$ cat src/rtl/resource_sharing_control.sv
`timescale 1ns / 1ps
// resource_sharing_control: time-shares one ISERDES/IODELAY alignment
// engine across NUM_CHANNELS ADC channels. On training_start it walks
// chan_sel through 0..NUM_CHANNELS-1, lets the channel mux settle for
// SETTLE_CYCLES clocks, pulses start_align and waits for data_aligned.
// After the last channel aligns, all_channels_aligned is raised.
//
// Ports:
//   clk                   system clock, rising edge
//   rst                   synchronous active-high reset
//   training_start        1-cycle request to (re)start the sweep
//   data_aligned          1-cycle pulse: current channel aligned
//   chan_sel[3:0]         channel currently routed to the engine
//   start_align           1-cycle pulse: engine starts on chan_sel
//   all_channels_aligned  level, high once every channel aligned
//
// Optional: define ALIGN_TIMEOUT_EN to add a per-attempt watchdog of
// TIMEOUT_CYCLES clocks in WAIT; on expiry the same channel is retried.

module resource_sharing_control #(
    parameter int NUM_CHANNELS   = 10,
    parameter int SETTLE_CYCLES  = 4,
    parameter int TIMEOUT_CYCLES = 4096
) (
    input  logic       clk,
    input  logic       rst,
    input  logic       training_start,
    input  logic       data_aligned,
    output logic [3:0] chan_sel,
    output logic       start_align,
    output logic       all_channels_aligned
);

    if (NUM_CHANNELS < 1 || NUM_CHANNELS > 16 ||
        SETTLE_CYCLES < 1 || SETTLE_CYCLES > 255 ||
        TIMEOUT_CYCLES < 1) begin : g_bad_param
        $error("resource_sharing_control: illegal parameter value");
    end

    typedef enum logic [2:0] {
        IDLE,
        SETTLE,
        PULSE,
        WAIT,
        DONE
    } state_t;

    localparam logic [3:0] LAST_CH     = 4'(NUM_CHANNELS - 1);
    localparam logic [7:0] SETTLE_LAST = 8'(SETTLE_CYCLES - 1);

    state_t     state, state_nxt;
    logic [7:0] settle_cnt, settle_nxt;
    logic [3:0] chan_nxt;
    logic       pulse_nxt;
    logic       done_nxt;

`ifdef ALIGN_TIMEOUT_EN
    // Watchdog spans TIMEOUT_CYCLES+1 WAIT cycles so that a data_aligned
    // arriving on the expiry cycle itself is still taken as success.
    localparam int WD_W = $clog2(TIMEOUT_CYCLES + 1);
    localparam logic [WD_W-1:0] WD_LAST = WD_W'(TIMEOUT_CYCLES);

    logic [WD_W-1:0] wd_cnt, wd_nxt;
`endif

    always_comb begin
        state_nxt  = state;
        settle_nxt = settle_cnt;
        chan_nxt   = chan_sel;
        pulse_nxt  = 1'b0;
        done_nxt   = all_channels_aligned;
`ifdef ALIGN_TIMEOUT_EN
        wd_nxt     = wd_cnt;
`endif
        if (training_start) begin
            // restart wins over everything, including data_aligned
            state_nxt  = SETTLE;
            settle_nxt = '0;
            chan_nxt   = '0;
            done_nxt   = 1'b0;
        end else begin
            unique case (state)
                IDLE: ;
                SETTLE: begin
                    if (settle_cnt == SETTLE_LAST) begin
                        state_nxt  = PULSE;
                        settle_nxt = '0;
                        pulse_nxt  = 1'b1;
                    end else begin
                        settle_nxt = settle_cnt + 8'd1;
                    end
                end
                PULSE: begin
                    state_nxt = WAIT;
`ifdef ALIGN_TIMEOUT_EN
                    wd_nxt    = '0;
`endif
                end
                WAIT: begin
                    if (data_aligned) begin
                        if (chan_sel == LAST_CH) begin
                            state_nxt = DONE;
                            chan_nxt  = '0;
                            done_nxt  = 1'b1;
                        end else begin
                            state_nxt  = SETTLE;
                            settle_nxt = '0;
                            chan_nxt   = chan_sel + 4'd1;
                        end
                    end
`ifdef ALIGN_TIMEOUT_EN
                    else if (wd_cnt == WD_LAST) begin
                        state_nxt  = SETTLE;
                        settle_nxt = '0;
                    end else begin
                        wd_nxt = wd_cnt + 1'b1;
                    end
`endif
                end
                DONE: ;
                default: state_nxt = IDLE;
            endcase
        end
    end

    always_ff @(posedge clk) begin
        if (rst) begin
            state                <= IDLE;
            settle_cnt           <= '0;
            chan_sel             <= '0;
            start_align          <= 1'b0;
            all_channels_aligned <= 1'b0;
`ifdef ALIGN_TIMEOUT_EN
            wd_cnt               <= '0;
`endif
        end else begin
            state                <= state_nxt;
            settle_cnt           <= settle_nxt;
            chan_sel             <= chan_nxt;
            start_align          <= pulse_nxt;
            all_channels_aligned <= done_nxt;
`ifdef ALIGN_TIMEOUT_EN
            wd_cnt               <= wd_nxt;
`endif
        end
    end

endmodule

$ cat config.mk
export PLATFORM = sky130hd
export DESIGN_NAME = resource_sharing_control
export DESIGN_NICKNAME = d
export VERILOG_FILES = /design/src/rtl/resource_sharing_control.sv
export SDC_FILE = /design/constraint.sdc
export NUM_CORES = 1
export LEC_CHECK = 0
export CAP_MARGIN = 20
export CORE_ASPECT_RATIO = 1.75
export CORE_UTILIZATION = 26
export DETAILED_ROUTE_END_ITERATION = 12
export DONT_BUFFER_PORTS = 1
export PLACE_DENSITY = 0.48
export SLEW_MARGIN = 20
export SYNTH_ARGS = -nofsm -noshare
export SYNTH_HDL_FRONTEND = slang
export SYNTH_SLANG_ARGS = --single-unit
$ cat constraint.sdc
create_clock -name clk -period 1.4 [get_ports clk]
set_clock_uncertainty 0.15 [all_clocks]
set_input_delay 0.07 -clock clk [delete_from_list [all_inputs] [get_ports clk]]
set_output_delay 0.07 -clock clk [all_outputs]
set_load 0.01 [all_outputs]
After elaboration in Yosys (flattened, before gate mapping)
Cells that the tools add are included.

Output and inout port bits: 6. Input bits: 4. Bits in registers: 17.

Bitwise gates (word level): 2. Equal/unequal tests: 12. Multiplexer cells: 11. Add/subtract/negate cells: 2. Reduce and logical (&&, ||, !) cells: 10.

Operator list (count): 2-to-1 mux 8 bit (3); one-hot mux 8 bit (2 select lines) (1); one-hot mux 3 bit (4 select lines) (1); AND reduction 3 bit (4); 2-to-1 mux 3 bit (3); adder 8 x 1 -> 8 bit, second input constant (1); == test 8 x 2 -> 1 bit, second input constant (1); == test 3 x 2 -> 1 bit, second input constant (2); != test 2 bit, second input constant (3); != test 3 bit, second input constant (2); adder 4 x 1 -> 4 bit, second input constant (1); == test 4 bit, second input constant (1); 2-to-1 mux 4 bit (1); OR reduction 2 bit (2); == test 3 x 1 -> 1 bit, second input constant (1); == test 3 bit, second input constant (1); logical NOT 3 bit (1); OR reduction 3 bit (1); 2-to-1 mux 1 bit (2); != test 2 x 1 -> 1 bit, second input constant (1); NOT 1 bit (2); AND reduction 2 bit (1); nonzero test 2 bit (1).

Depth between registers and ports, before layout
Gate-level depths: netlist of run 1.

Depth in word-level cells: 5. Depth in mapped cells: 6. Gate-level depth less buffers: 5.

Least setup slack after synthesis of run 1
Ideal clock, no wire load.

Path kind: reg-to-reg. Start point: reg settle_cnt[0]. End point: reg settle_cnt[0]. Setup slack: -172 ps. Library setup time: 70 ps. Arrival time: 1352 ps. Stages on the path, launching flop included: 6. Path buffers: 0. Cells stage by stage: dfxtp_1 > ha_1 > nor4b_2 > nand2_2 > or4b_1 > a21oi_1.

Longest elaborated chain between the ends: 3. Elaborated cells on any way between the ends: 4.

Ends and longest elaborated chain: start: declaration (RTL line 52) `logic [7:0] settle_cnt, settle_nxt;`; start signal: assignment (RTL line 138) `settle_cnt <= settle_nxt;`; adder 8 x 1 -> 8 bit / == test 8 x 2 -> 1 bit (equally long branches) (RTL line 90, 85); 2-to-1 mux 8 bit (*) (RTL line 85) `if (settle_cnt == SETTLE_LAST) begin`; one-hot mux 8 bit (2 select lines) (*) (RTL line 82) `unique case (state)`.

Mark *: on every way between the ends. The rest lies on a longest branch, timed or not. A chain may end at the register's enable or synchronous reset.

Worst setup path after layout of run 1
Start point: reg settle_cnt[1]. End point: reg settle_cnt[5].

The elaborated chain is that of the path after synthesis.

==> results of run 1 <==
[cells by family after synthesis]
family / after synthesis / share of synthesized area [%]
simple gates: 54 / 36.3
xor+xnor: 3 / 2.97
buf+inv: 5 / 2.83
mux: 1 / 1.13
fa+ha+maj: 1 / 1.41
flops: 17 / 38.4
compound gates: 20 / 16.9
[through the flow]
stage / utilization, % / setup WS, ps / TNS, ps / power, mW / hold WS [ps]
finish: 42.9 / -151 / -978 / 0.951 / 0.213
floorplan: - / -67.8 / -67.8 / 0.534 / -10.9
detailed placement: 36.8 / -98.9 / -749 / 0.563 / 10.9
global route: 42.9 / -199 / -1530 / 0.995 / 11.2
global placement: 36.8 / -87.8 / -471 / 0.560 / -0.504
CTS: 40.5 / -116 / -610 / 0.953 / 2.30
[how the worst min path moves through the flow]
| stage | startpoint | to | slack, ps | cells past startpoint |
|---|---|---|---|---|
| CTS | training_start | all_channels_aligned | 2 | 3 |
| global route | training_start | settle_cnt[3] | 10 | 4 |
| detailed placement | rst | state[0] | 10 | 1 |
| global placement | rst | state[0] | -0.5 | 1 |
| floorplan | rst | state[0] | -10 | 1 |
| finish | training_start | settle_cnt[3] | 0.2 | 4 |
[flip-flops by register name, indices dropped and copies added (netlist names)]
| signal | count |
|---|---|
| settle_cnt | 8 |
| chan_sel | 4 |
| state | 3 |
| all_channels_aligned | 1 |
| start_align | 1 |
[area by class of cell]
class | count | area [µm²] | share of cell area, %
multi-input combinational | 79 | 613 | 44.5
sequential | 17 | 350 | 25.4
timing repair buffer | 39 | 308 | 22.3
tap | 43 | 53.8 | 3.91
clock buffer | 4 | 45.0 | 3.27
inverter | 2 | 7.51 | 0.545
[worst max-delay path, cell delays in order (launching register included)]
cell      delay (ps)
dfxtp_2          350
ha_4             150
nor4b_4          230
nand2_2          120
buf_4            150
buf_6            120
nand2_8           70
o211ai_1         100
[cell usage after synthesis]
library cell,n
o21ai_0,1
o21ai_1,2
xor2_1,3
nand4_1,3
nor2_1,10
and4_1,1
and3_2,1
a311o_4,1
o22ai_1,1
nor3_1,3
ha_1,1
and3b_1,2
o211ai_1,3
a41oi_1,1
nand2b_1,2
or4b_1,1
nor2b_1,3
nor3b_1,2
inv_1,2
a211oi_1,1
nand3_1,8
or2_1,1
buf_4,1
nand2_2,1
nor3_4,1
nand2_1,7
o211ai_2,2
a21oi_1,6
mux2i_1,1
buf_2,2
o21a_1,2
nor4b_2,1
dfxtp_1,17
and4_2,1
nand4b_1,1
and3_1,2
or2_2,3
[where the power goes]
part | internal [mW] | switching (mW) | leakage [nW]
sequential | 0.487 | 0.00463 | 0.140
combinational | 0.0403 | 0.0431 | 0.379
clock | 0.202 | 0.174 | 0.0228
[timing repair]
action	CTS	global route
hold buffers	3	0
gates cloned	0	0
gates resized for setup	9	12
buffers inserted	2	4
hold endpoints to repair	9	0
setup endpoints to repair	12	15
pin swaps	1	2
[metal layers]
metal  routed length [µm]  global-route usage, %
met1                 1030                   12.9
met2                 1440                   30.4
met3                   55                   2.05
met4                   55                   7.35
met5                    0                      0
==> impl_metrics.toml, run 1 <==
[clock_tree]
h-tree-depth = 1
clockBufferDepth = 2
cts_buffers = 3
numClockSinks = 17
clk_latency_ps = 250
cts-root-buf = "clkbuf_8"
clkTransAtPathRegs_ps = 70
cts_tree = "done"

[die]
die_h_um = 79.2
die_w_um = 46.1
num_rows = 27
fp.dieArea_mm2 = 0.00365
ioPinCount = 10
initial_core_util_pct = 27.6
core_area_mm2 = 0.00321

[worst_setup_path]
worst_r2r_endpoint = "settle_cnt[5]"
r2r_cells = 7
cp-start-kind = "flop"
crit_fanout = 5
r2r_start = "settle_cnt[1]"
crit_start = "settle_cnt[1]"
cp.arrival_ps = 1530
path_class = "reg2reg"
cp-endpoint = "settle_cnt[5]"
worstSetupEndpointType = "flop"
crit_required_ps = 1380
reg2reg_slack_ps = -150

[placed_design]
gp_congestion = 0.860
port_buffers = 0
placed_cells = 171
dpl_cell_area_mm2 = 0.00118
dpl.hpwl_mm = 1.87

[grt]
grt_first_pass_wirelength_mm = 3.94
grt_max_degree = 10
overflow = 0
grt_pass1_vias = 966
grt_antenna_before_repair = 0
gr-usage-all-layers_pct = 15.1

[detailed_routing]
drc = 0
ant_nets = 0
wire_per_inst_um = 14.0
drtIter0Drc = 18
vias = 919
wirelength_mm = 2.58
dr.pass1.iters = 3
vias_per_cell = 4.99

[yosys]
yosys.area.top_type = "dfxtp_1"
synth_fp_nets = 106
yosys.area.top_type_share_pct = 38.4
synth.area.top_cells = "dfxtp_1 (38%), nand3_1 (4.5%), nor2_1 (4.2%)"
ys.warnings.count = 0
syn_area_per_cell_um2 = 8.77
yosysUniqueCellTypes = 37
yosysSeqAreaShare_pct = 38.4
synth_area_um2 = 886
ys_ff_latch = 17
synth_cells = 101

[outcome]
violations = "negative setup slack"
status = "finished, violations left"

[flow_run]
drv_cap = 0

[final_layout]
drive_gt1_share_pct = 49.6
stdcell_count = 184
nFillCells = 300
fin_area_mm2 = 0.00138
diodes = 0
nets = 147
area_growth_pct = 55.5
final_common_cell = "buf_4"
layout_common_cells = "buf_4 (34), dfxtp_1 (11), nor2_1 (10)"

[timing]
hold_violations = 0
period_needed_ps = 1550
relSlewSlack_pct = 79.4
worst_slew_pin_slew_ps = 307
setup_viol = 10
rsz0062_at_grt = "yes"
maxSlewViolCount = 0
setup_slack_ps = -151
final.period_utilization_pct = 111
timing.fmax_mhz = 645

[hold_path]
min_path_type = "in2reg"

[power]
power_density_mw_per_mm2 = 690
leakage_nw = 0.542
ir_drop_mv = 0.244
Note: power is estimated with default switching activity, not from simulation.
==> run 2: changes to the inputs <==
--- a/config.mk
+++ b/config.mk
@@ -10,7 +10,7 @@
 export CORE_UTILIZATION = 26
 export DETAILED_ROUTE_END_ITERATION = 12
 export DONT_BUFFER_PORTS = 1
-export PLACE_DENSITY = 0.48
+export PLACE_DENSITY_LB_ADDON = 0.3
 export SLEW_MARGIN = 20
 export SYNTH_ARGS = -nofsm -noshare
 export SYNTH_HDL_FRONTEND = slang
==> run 2 against run 1 <==
  * Sequential share of layout area up 2.4 points
  * Count of clock-buffer cells in the layout unchanged
  * Critical path type unchanged
  * Critical endpoint is now settle_cnt[0]
  * Power down 1.2%
  * Critical path depth down 2
  * Non-clock buffer count down 8
  * Routed wire length down 3.3%
  * Clock power about the same
  * The flow still finishes with violations (negative setup slack)
  * Sequential power about the same
==> impl_metrics.toml, run 2 (synthesis gave the netlist of run 1 again) <==
[grt]
gr-usage-all-layers_pct = 15.3
overflow = 0
grt_pass1_vias = 933
grt_antenna_before_repair = 0
grt_max_degree = 10
grt_first_pass_wirelength_mm = 4.00

[detailed_routing]
vias = 906
highest_layer = "met4"
vias_per_cell = 5.15
drtIter0Drc = 18
ant_nets = 0
wire_per_inst_um = 14.2
wirelength_mm = 2.50
dr.pass1.iters = 4
drc = 0
wl_met3_um = 77
routed-wl-met2_mm = 1.42
wl_met1_um = 904

[outcome]
status = "finished, violations left"
violations = "negative setup slack"

[final_layout]
diodes = 0
largest_reg_flops = 8
area_growth_pct = 42.2
layout_common_cells = "buf_4 (28), dfxtp_1 (11), nor2_1 (10)"
drive_gt1_share_pct = 39.8
regMostFlops = "settle_cnt"
fin_util_pct = 39.3
fin_area_mm2 = 0.00126
nets = 139
largestRegisters = "settle_cnt (8), chan_sel (4), state (3)"
final_common_cell = "buf_4"

[clock_tree]
cts_buffers = 3
clk_latency_ps = 250
clockBufferDepth = 2
cts-root-buf = "clkbuf_8"
clkTransAtPathRegs_ps = 70
numClockSinks = 17
cts_tree = "done"
h-tree-depth = 1

[worst_setup_path]
slowest_delay_ps = 430
crit_chain = "ha_4 > nor4b_4 > nand2_2 > or4b_1 > a21oi_1"
worstSetupEndpointType = "flop"
crit_required_ps = 1440
worst_r2r_endpoint = "settle_cnt[0]"
crit_start = "settle_cnt[1]"
cp.arrival_ps = 1550
cp-start-kind = "flop"
r2r_cells = 5
r2r_start = "settle_cnt[1]"
path_class = "reg2reg"
cp-endpoint = "settle_cnt[0]"
crit_slowest_cell = "or4b_1"
crit_fanout = 6
reg2reg_slack_ps = -110

[power]
ir_drop_mv = 0.433
power_density_mw_per_mm2 = 745
leakage_nw = 0.499

[timing]
final.period_utilization_pct = 108
timing.fmax_mhz = 661
relSlewSlack_pct = 78.7
maxSlewViolCount = 0
worst_slew_pin_slew_ps = 318
setup_viol = 9
setup_slack_ps = -113
hold_violations = 0
rsz0062_at_grt = "yes"
period_needed_ps = 1510

[hold_path]
min_path_type = "in2reg"

[die]
initial_core_util_pct = 27.6
num_rows = 27
die_w_um = 46.1
core_area_mm2 = 0.00321
ioPinCount = 10
die_h_um = 79.2
fp.dieArea_mm2 = 0.00365

[placed_design]
port_buffers = 0
dpl.hpwl_mm = 1.88
dpl_cell_area_mm2 = 0.00115
gp_congestion = 0.837

[flow_run]
drv_cap = 0
run 2: cell types whose count changed in the layout (fill, tap and decap cells not counted), moves of 2 or more:
cell | before | now
and3_4 | 2 | 0
and3_1 | 0 | 2
buf_4 | 34 | 28
buf_6 | 2 | 0
run 2: how the worst min path moves through the flow:
stage	depth (start not counted)	slack, ps	end	from
floorplan	1	-10	state[0]	rst
detailed placement	1	-7	state[0]	rst
finish	3	0.7	chan_sel[3]	data_aligned
global placement	1	-9	state[0]	rst
global route	3	40	chan_sel[3]	data_aligned
CTS	3	8	chan_sel[3]	data_aligned
run 2: metrics by stage:
stage	hold slack, ps	cells	setup TNS, ps	setup WS (ps)	power [mW]
floorplan	-10.9	101	-67.8	-67.8	0.534
global placement	-8.99	167	-422	-89.2	0.555
detailed placement	-7.00	167	-661	-97.8	0.557
CTS	7.88	175	-578	-112	0.948
global route	39.5	176	-1520	-224	0.986
finish	0.714	176	-521	-113	0.939
run 2: critical path, delay by kind of cell (launching register included):
family                   cells  cell delay (ps)
adder cells (fa/ha/maj)      1              160
AND/OR/NAND/NOR              3              670
AO/OA/AOI/OAI                1              120
flip-flops                   1              340
run 2: per-layer routing:
layer | GRT usage [%] | vias to the layer above
met1 | 13.8 | 448
li1 | - | 433
met5 | 0 | -
met4 | 9.12 | 0
met3 | 2.05 | 8
met2 | 29.3 | 17
run 2: power by group:
group	switching [mW]	internal (mW)	total, mW
Combinational	0.0375	0.0323	0.0699
Sequential	0.00517	0.487	0.492
Clock	0.175	0.202	0.377
Total	0.217	0.722	0.939
run 2: final cells by class:
type,count,area (µm²)
multi-input cells,79,563
well taps,43,53.8
inverters,2,7.51
flip-flops and latches,17,350
fillers,327,1950
clock buffers,4,45.0
repair buffers,31,240
run 2: what timing repair did:
item / 4_1_cts / 5_1_grt
endpoints found under the hold margin: 10 / 0
hold buffers: 3 / 0
pin swaps: 2 / 2
gates resized for setup: 6 / 3
endpoints found under the setup margin: 9 / 16
buffers inserted: 1 / 1
